$ cat config.mk
export PLATFORM = sky130hd
export DESIGN_NAME = program_loader
export DESIGN_NICKNAME = d
export VERILOG_FILES = /design/src/rtl/program_loader.sv
export SDC_FILE = /design/constraint.sdc
export NUM_CORES = 1
export LEC_CHECK = 0
export ABC_AREA = 1
export CORE_MARGIN = 2
export CORE_UTILIZATION = 55
export DETAILED_ROUTE_END_ITERATION = 7
export PLACE_DENSITY = 0.84
export SLEW_MARGIN = 20
export SYNTH_ARGS = -nofsm -noshare
export SYNTH_HDL_FRONTEND = slang
export SYNTH_SLANG_ARGS = --single-unit
$ cat constraint.sdc
create_clock -name clk_in -period 2.3 [get_ports clk_in]
set_clock_uncertainty 0.05 [all_clocks]
set_input_delay 0.23 -clock clk_in [delete_from_list [all_inputs] [get_ports clk_in]]
set_output_delay 0.23 -clock clk_in [all_outputs]
set_load 0.1 [all_outputs]
$ cat src/rtl/program_loader.sv
// UART boot loader: receives framed 8N1 bytes and writes 16-bit words into program RAM.
// Latency: write/ok/err strobes land one cycle after the byte that causes them; rx is 2-flop synchronised.
// Backpressure: none; the UART cannot be stalled, and pram writes are single-cycle fire-and-forget strobes.
module program_loader #(
    parameter int CLKS_PER_BIT = 434
) (
    input  logic        clk_in,
    input  logic        reset_n,
    input  logic        rx,
    output logic [14:0] pram_addr,
    output logic [15:0] pram_data,
    output logic        pram_wren,
    output logic        init,
    output logic        load_ok,
    output logic        load_err
);

    localparam int CW        = $clog2(CLKS_PER_BIT);
    localparam int TO_CYCLES = 320 * CLKS_PER_BIT;
    localparam int TW        = $clog2(TO_CYCLES);
    localparam logic [CW-1:0] BIT_LAST  = CW'(CLKS_PER_BIT - 1);
    localparam logic [CW-1:0] HALF_LAST = CW'(CLKS_PER_BIT / 2 - 1);
    localparam logic [TW-1:0] TO_LAST   = TW'(TO_CYCLES - 1);

    typedef enum logic [1:0] {RX_IDLE, RX_START, RX_DATA, RX_STOP} rx_state_t;
    typedef enum logic [2:0] {
        F_IDLE, F_ADDR_LO, F_ADDR_HI, F_LEN, F_DATA_LO, F_DATA_HI, F_CSUM
    } fr_state_t;

    logic          rx_s1, rx_s2, rx_prev;
    rx_state_t     rx_state;
    logic [CW-1:0] clk_cnt;
    logic [2:0]    bit_idx;
    logic [7:0]    byte_dat;
    logic          byte_vld, frame_err;

    fr_state_t     fr_state, fr_next;
    logic [7:0]    addr_lo, data_lo, sum;
    logic [14:0]   word_addr;
    logic [8:0]    count;
    logic [TW-1:0] to_cnt;
    logic          timeout, abort;
    logic [7:0]    sum_next;
    logic          wr_go, ok_go, err_go, start_go;

    // Two-flop synchroniser plus one history flop for falling-edge detection; idle line is high.
    always_ff @(posedge clk_in or negedge reset_n) begin
        if (!reset_n) begin
            rx_s1   <= 1'b1;
            rx_s2   <= 1'b1;
            rx_prev <= 1'b1;
        end else begin
            rx_s1   <= rx;
            rx_s2   <= rx_s1;
            rx_prev <= rx_s2;
        end
    end

    // UART receiver: half-bit start re-check, then 8 data bits and stop bit at full-bit spacing.
    always_ff @(posedge clk_in or negedge reset_n) begin
        if (!reset_n) begin
            rx_state  <= RX_IDLE;
            clk_cnt   <= '0;
            bit_idx   <= '0;
            byte_dat  <= '0;
            byte_vld  <= 1'b0;
            frame_err <= 1'b0;
        end else begin
            byte_vld  <= 1'b0;
            frame_err <= 1'b0;
            case (rx_state)
                RX_IDLE: begin
                    clk_cnt <= '0;
                    if (rx_prev && !rx_s2) rx_state <= RX_START;
                end
                RX_START: begin
                    if (clk_cnt == HALF_LAST) begin
                        clk_cnt <= '0;
                        bit_idx <= '0;
                        // A high line here was a glitch, not a start bit.
                        rx_state <= rx_s2 ? RX_IDLE : RX_DATA;
                    end else begin
                        clk_cnt <= clk_cnt + 1'b1;
                    end
                end
                RX_DATA: begin
                    if (clk_cnt == BIT_LAST) begin
                        clk_cnt  <= '0;
                        byte_dat <= {rx_s2, byte_dat[7:1]};
                        bit_idx  <= bit_idx + 1'b1;
                        if (bit_idx == 3'd7) rx_state <= RX_STOP;
                    end else begin
                        clk_cnt <= clk_cnt + 1'b1;
                    end
                end
                RX_STOP: begin
                    if (clk_cnt == BIT_LAST) begin
                        clk_cnt   <= '0;
                        rx_state  <= RX_IDLE;
                        byte_vld  <= rx_s2;
                        frame_err <= !rx_s2;
                    end else begin
                        clk_cnt <= clk_cnt + 1'b1;
                    end
                end
                default: rx_state <= RX_IDLE;
            endcase
        end
    end

    assign sum_next = sum + byte_dat;
    assign timeout  = (fr_state != F_IDLE) && !byte_vld && (to_cnt == TO_LAST);
    // Line errors and silence only matter once a frame has started.
    assign abort    = (fr_state != F_IDLE) && (frame_err || timeout);

    // Frame state register.
    always_ff @(posedge clk_in or negedge reset_n) begin
        if (!reset_n) fr_state <= F_IDLE;
        else          fr_state <= fr_next;
    end

    // Frame next-state decode, advancing one state per received byte.
    always_comb begin
        fr_next = fr_state;
        if (abort) begin
            fr_next = F_IDLE;
        end else if (byte_vld) begin
            case (fr_state)
                F_IDLE:    if (byte_dat == 8'hA5) fr_next = F_ADDR_LO;
                F_ADDR_LO: fr_next = F_ADDR_HI;
                F_ADDR_HI: fr_next = F_LEN;
                F_LEN:     fr_next = F_DATA_LO;
                F_DATA_LO: fr_next = F_DATA_HI;
                F_DATA_HI: fr_next = (count == 9'd1) ? F_CSUM : F_DATA_LO;
                F_CSUM:    fr_next = F_IDLE;
                default:   fr_next = F_IDLE;
            endcase
        end
    end

    // Frame output decode: which strobes fire on this cycle's byte or abort.
    always_comb begin
        start_go = byte_vld && (fr_state == F_IDLE) && (byte_dat == 8'hA5);
        wr_go    = byte_vld && (fr_state == F_DATA_HI);
        ok_go    = byte_vld && (fr_state == F_CSUM) && (sum_next == 8'h00);
        err_go   = abort || (byte_vld && (fr_state == F_CSUM) && (sum_next != 8'h00));
    end

    // Frame datapath: address/count/checksum tracking and registered RAM and status outputs.
    always_ff @(posedge clk_in or negedge reset_n) begin
        if (!reset_n) begin
            pram_addr <= '0;
            pram_data <= '0;
            pram_wren <= 1'b0;
            init      <= 1'b1;
            load_ok   <= 1'b0;
            load_err  <= 1'b0;
            addr_lo   <= '0;
            data_lo   <= '0;
            sum       <= '0;
            word_addr <= '0;
            count     <= '0;
            to_cnt    <= '0;
        end else begin
            pram_wren <= wr_go;
            load_ok   <= ok_go;
            load_err  <= err_go;
            if (start_go)     init <= 1'b1;
            else if (ok_go)   init <= 1'b0;
            if (start_go)                               sum <= '0;
            else if (byte_vld && fr_state != F_IDLE)    sum <= sum_next;
            if (fr_state == F_IDLE || byte_vld) to_cnt <= '0;
            else if (to_cnt != TO_LAST)         to_cnt <= to_cnt + 1'b1;
            if (byte_vld) begin
                case (fr_state)
                    F_ADDR_LO: addr_lo   <= byte_dat;
                    // Byte address bit 0 is dropped: RAM is word addressed.
                    F_ADDR_HI: word_addr <= {byte_dat, addr_lo[7:1]};
                    F_LEN:     count     <= (byte_dat == 8'h00) ? 9'd256 : {1'b0, byte_dat};
                    F_DATA_LO: data_lo   <= byte_dat;
                    F_DATA_HI: begin
                        pram_addr <= word_addr;
                        pram_data <= {byte_dat, data_lo};
                        word_addr <= word_addr + 15'd1;
                        count     <= count - 9'd1;
                    end
                    default: ;
                endcase
            end
        end
    end

endmodule

# [Word level (Yosys, flattened, before mapping)]
# Cells that the tools add are included.
# W data, S select, Z words.
[word_totals] register_bits=131 in_bits=3 output_inout_bits=35 word_cells=120
[classes] add_sub_neg=6 n_eq_ne=22 n_mux=31 reduce_logical=39
[op_table] op="$mux W18" n=2
[op_table] op="$pmux W15 S2" n=1
[op_table] op="$mux W9" n=3
[op_table] op="$pmux W9 S3" n=1
[op_table] op="$add A18 B1 Y18 const B" n=1
[op_table] op="$eq A18 B18 Y1 const B" n=1
[op_table] op="$ne A18 B18 Y1 const B" n=1
[op_table] op="$pmux W3 S6" n=1
[op_table] op="$pmux W9 S2" n=1
[op_table] op="$logic_not A8 Y1" n=2
[op_table] op="$mux W8" n=2
[op_table] op="$add A15 B1 Y15 const B" n=1
[op_table] op="$mux W3" n=5
[op_table] op="$mux W2" n=7
[op_table] op="$reduce_and A2 Y1" n=7
[op_table] op="$reduce_bool A2 Y1" n=7
[op_table] op="$eq A3 B3 Y1 const B" n=4
[op_table] op="$logic_and A1 B1 Y1" n=11
[op_table] op="$ne A2 B2 Y1 const B" n=5
[op_table] op="$add A9 B1 Y9 const B" n=1
[op_table] op="$eq A9 B1 Y1 const B" n=1
[op_table] op="$eq A9 B8 Y1 const B" n=1
[op_table] op="$eq A9 B9 Y1 const B" n=1
[op_table] op="$sub A9 B1 Y9 const B" n=1
[op_table] op="other kinds (20)" n=30

# [Depth between registers and ports, before layout]
[logic_depth] depth_word=7 mapped_depth=12 mapped_depth_nobuf=12

# [Worst setup path after synthesis]
# Ideal clock, no wire load.
[synth_path] kind="register -> register" startpoint="register byte_dat[0]" endpoint="register init" setup_time_ns=0.077 t_arrival_ns=1.729 t_required_ns=2.173 setup_slack_ns=0.443 stages_incl_launch_ff=13 path_buffers=0 synth_period_minus_slack_ns=1.857 cell_sequence="dfrtp_1 ha_1 fa_1 nand2_1 nand2_1 nand3_1 nand2_1 nand2_1 nand2_1 nor2_1 nand3_1 nand2_1 nand2_1"
[synth_between] elab_chain_len=4 elab_cells_between_ends=7 classes_between="add/sub: 1; eq/ne: 1; mux: 1; reduce/logical: 4"
[synth_rtl] item="from (decl)" line_no="34" rtl="logic [7:0] byte_dat;"
[synth_rtl] item="from (signal assigned)" line_no="89" rtl="byte_dat <= {rx_s2, byte_dat[7:1]};"
[synth_rtl] item="$add A8 B8 Y8" line_no="111" rtl="assign sum_next = sum + byte_dat;"
[synth_rtl] item="$logic_not A8 Y1" line_no="145" rtl="ok_go = byte_vld && (fr_state == F_CSUM) && (sum_next == 8'h00);"
[synth_rtl] item="$logic_and A1 B1 Y1" line_no="145"
[synth_rtl] item="$reduce_bool A2 Y1 (no source line)"
[synth_rtl] item="to (signal assigned)" line_no="155" rtl="init <= 1'b1;"
[synth_rtl] item="to (signal assigned)" line_no="168" rtl="if (start_go) init <= 1'b1;"
[synth_rtl] item="to (signal assigned)" line_no="169" rtl="else if (ok_go) init <= 1'b0;"
[synth_rtl] item="to (decl)" line_no="13" rtl="output logic init,"
# Several ways; a longest one is shown, not always the timed one.
# A chain may end at the register's enable or synchronous reset.

# [Worst setup path after layout]
# Ends and elaborated chain as after synthesis.

==> impl_metrics.py <==
metrics = {
    "cts": {
        "clk_pin_slew_ps": 60,
        "clk_path_buf_depth": 2,
        "ctsHoldBuffers": 1,
        "root_buffer": "clkbuf_16",
        "clk_latency_ps": 420,
        "cts_inserted_buffers": 17,
        "cts_tree": "yes",
        "cts_setup_buffers": 0,
        "cts_max_level": 4,
        "post_cts_resized": 0,
        "cts.sinks": 130,
    },
    "power_and_ir_drop": {
        "combPwrFrac": 0.043,
        "power_density_nw_per_um2": 710,
        "p_switching_mw": 1.18,
        "power_leakage_nw": 3.74,
        "power.share.switching": 0.218,
        "pwr-share-clk": 0.511,
        "seq_power_share": 0.447,
        "peakVddDrop_uv": 394,
        "p_int_mw": 4.22,
    },
    "critical_path": {
        "r2r_cells": 9,
        "regToRegSetupSlack_ps": 250,
        "regToRegStartpoint": "byte_dat[0]$_DFFE_PN0P_",
        "critPathLaunchType": "flip-flop",
        "cp-end-kind": "flip-flop",
        "r2r-end": "init$_DFFE_PN1P_",
        "path_class": "reg2reg",
        "worstPathArrival_ps": 2350,
        "cp_max_fo": 6,
        "required_ps": 2600,
    },
    "hold_path": {
        "min_from": "rx",
        "min_to": "rx_s1$_DFF_PN1_",
        "holdPathStages": 1,
        "hold_path.class": "in2reg",
    },
    "finish": {
        "n_antenna_cell": 0,
        "fin_nets": 862,
        "fillCellCount": 976,
        "area_growth_pct": 15.6,
        "regArea_um2": 3260,
        "utilization": 0.658,
        "drive_gt1_frac": 0.139,
        "multiInputGateArea_um2": 2830,
    },
    "timing": {
        "maxSlewViolCount": 0,
        "worst_pin_slew_ps": 648,
        "relSlewSlack": 0.568,
        "final_hold_viol_count": 0,
        "period_minus_slack_ps": 2050,
        "timing.fmax_mhz": 488,
        "fin_ws_ps": 250,
        "setup_tns_ps": 0,
        "fin_crit_sh": 0.891,
        "finalSetupViolations": 0,
        "rsz0062_at_grt": "false",
    },
    "route": {
        "viasPerCell": 5.41,
        "drtIter0Drc": 449,
        "drcViolationCount": 0,
        "post_drt_wl_per_cell_um": 14.1,
        "routed_wl_um": 14000,
        "routed-via-count": 5403,
        "antenna_left": 0,
        "dr.pass1.iters": 5,
    },
    "floorplanning": {
        "start_util": 0.569,
        "dieHeight_um": 113,
        "io_pins": 38,
        "die_area_um2": 12900,
        "die_w_um": 113,
        "coreArea_um2": 11600,
        "num_rows": 39,
    },
    "grt": {
        "grt-busiest-layer": "met2",
        "overflow": 0,
        "gr-usage-all-layers": 0.238,
        "grt_max_degree": 54,
        "grtUsageMet1": 0.319,
        "use_met3": 0.0441,
        "grt_pass1_wl_um": 24500,
        "grt_pass1_vias": 5204,
        "antenna_found_initial": 0,
        "use_met2": 0.390,
    },
    "synth": {
        "synthCells": 797,
        "synth_top_area_frac": 0.479,
        "ys_ff_latch": 130,
        "syn_avg_cell_area_um2": 8.26,
        "synthTopCellsByArea": "dfrtp_1 (48%), nand2_1 (12%), inv_1 (5.1%)",
        "syn-num-nets": 817,
        "synthArstFlopShare": 1.00,
        "yosys.area.top_type": "dfrtp_1",
        "synth.distinct_cells": 44,
        "syn-cell-area_um2": 6580,
        "yosysWarnings": 0,
        "yosysMostFrequentCell": "nand2_1",
        "seq_area_frac_synth": 0.495,
        "synth_ff_type": "dfrtp_1",
        "synthTopCellsByCount": "nand2_1 (216), dfrtp_1 (126), inv_1 (89)",
        "synth_edf_count": 0,
    },
    "placed_design": {
        "hpwl_um": 9840,
        "place.port_buffers": 37,
        "dpl_worst_slack_ps": 275,
        "gp_congestion": 0.926,
    },
    "flow_run": {
        "cap_violations": 0,
    },
    "status": {
        "status": "finished clean",
    },
}
[worst max path at each step]
stage / slack [ps] / endpoint / startpoint
finish: 250 / init$_DFFE_PN1P_ / byte_dat[0]$_DFFE_PN0P_
global route: 50 / init$_DFFE_PN1P_ / byte_dat[0]$_DFFE_PN0P_
CTS: 240 / init$_DFFE_PN1P_ / byte_dat[0]$_DFFE_PN0P_
detailed placement: 270 / init$_DFFE_PN1P_ / byte_dat[0]$_DFFE_PN0P_
global placement: 350 / init$_DFFE_PN1P_ / byte_dat[0]$_DFFE_PN0P_
floorplan: 440 / init$_DFFE_PN1P_ / byte_dat[0]$_DFFE_PN0P_
[critical path, stage by stage (launching register included)]
cell and delay (ps):
dfrtp_1 430, ha_1 270, fa_1 410, xor2_1 190, nor2_1 130, nand3_1 110
nor2_1 160, nand3_1 110, nand2_1 80, nand2_1 50
[routing by layer]
layer / wire [um] / up-vias
met4: 276 / 0
met1: 6410 / 2573
met3: 652 / 19
met2: 6710 / 142
li1: - / 2669
met5: 0 / -
[cell families after synthesis]
family	Yosys count	synth area share
xor+xnor	20	0.0266
compound gates	132	0.115
buf+inv	118	0.0760
simple gates	380	0.254
fa+ha+maj	17	0.0334
flops	130	0.495
[area by class of cell]
class / count / share of cell area
Clock buffer: 23 / 0.0628
Clock inverter: 9 / 0.0169
Inverter: 99 / 0.0492
Multi-Input combinational cell: 549 / 0.371
Sequential cell: 130 / 0.428
Tap cell: 143 / 0.0235
Timing Repair Buffer: 45 / 0.0483
[power groups by stage]
stage | logic (mW) | registers, mW | clock network, mW
final | 0.230 | 2.41 | 2.76
after global routing | 0.281 | 2.42 | 2.91
after CTS | 0.237 | 2.41 | 2.80
after detailed placement | 0.232 | 2.45 | 0
after global placement | 0.221 | 2.45 | 0
after floorplan | 0.144 | 2.44 | 0
[placed cells by master, fill, tap and decap left out, types with 2 or more instances in the layout]
cell	instances
xnor2_1	5
clkbuf_16	17
clkinvlp_4	2
o21ai_1	13
nor2_4	6
dfstp_2	4
xor2_1	15
nand2_2	6
a21oi_1	25
nand3_1	46
clkinv_2	3
buf_4	41
nor2_2	3
ha_1	16
nand4_1	10
dfrtp_1	126
inv_2	9
a21o_1	3
nand2_1	216
buf_12	2
nor2_1	53
o21ai_2	3
or2_2	5
a31oi_1	7
inv_1	89
o21ai_0	66
nor3_1	28
nor3_2	2
clkbuf_1	3
a21oi_2	2
bufinv_16	3
a32oi_2	2
clkbuf_8	3
a22o_1	5
[registers in the layout, indices dropped and copies added (netlist names), 9 cells and up, named ones only]
signal,count
count,9
word_addr,15
pram_addr,15
clk_cnt,9
to_cnt,18
pram_data,16
[stage by stage]
stage	total power, mW	cell area, um2	hold slack, ps	std cells
floorplan	2.58	6580	-116	797
detailed placement	2.68	6990	254	965
global route	5.61	7610	170	998
CTS	5.45	7610	159	998
global placement	2.67	6990	246	965
finish	5.40	7610	169	998
No activity file was read; power rests on OpenSTA's default activity.
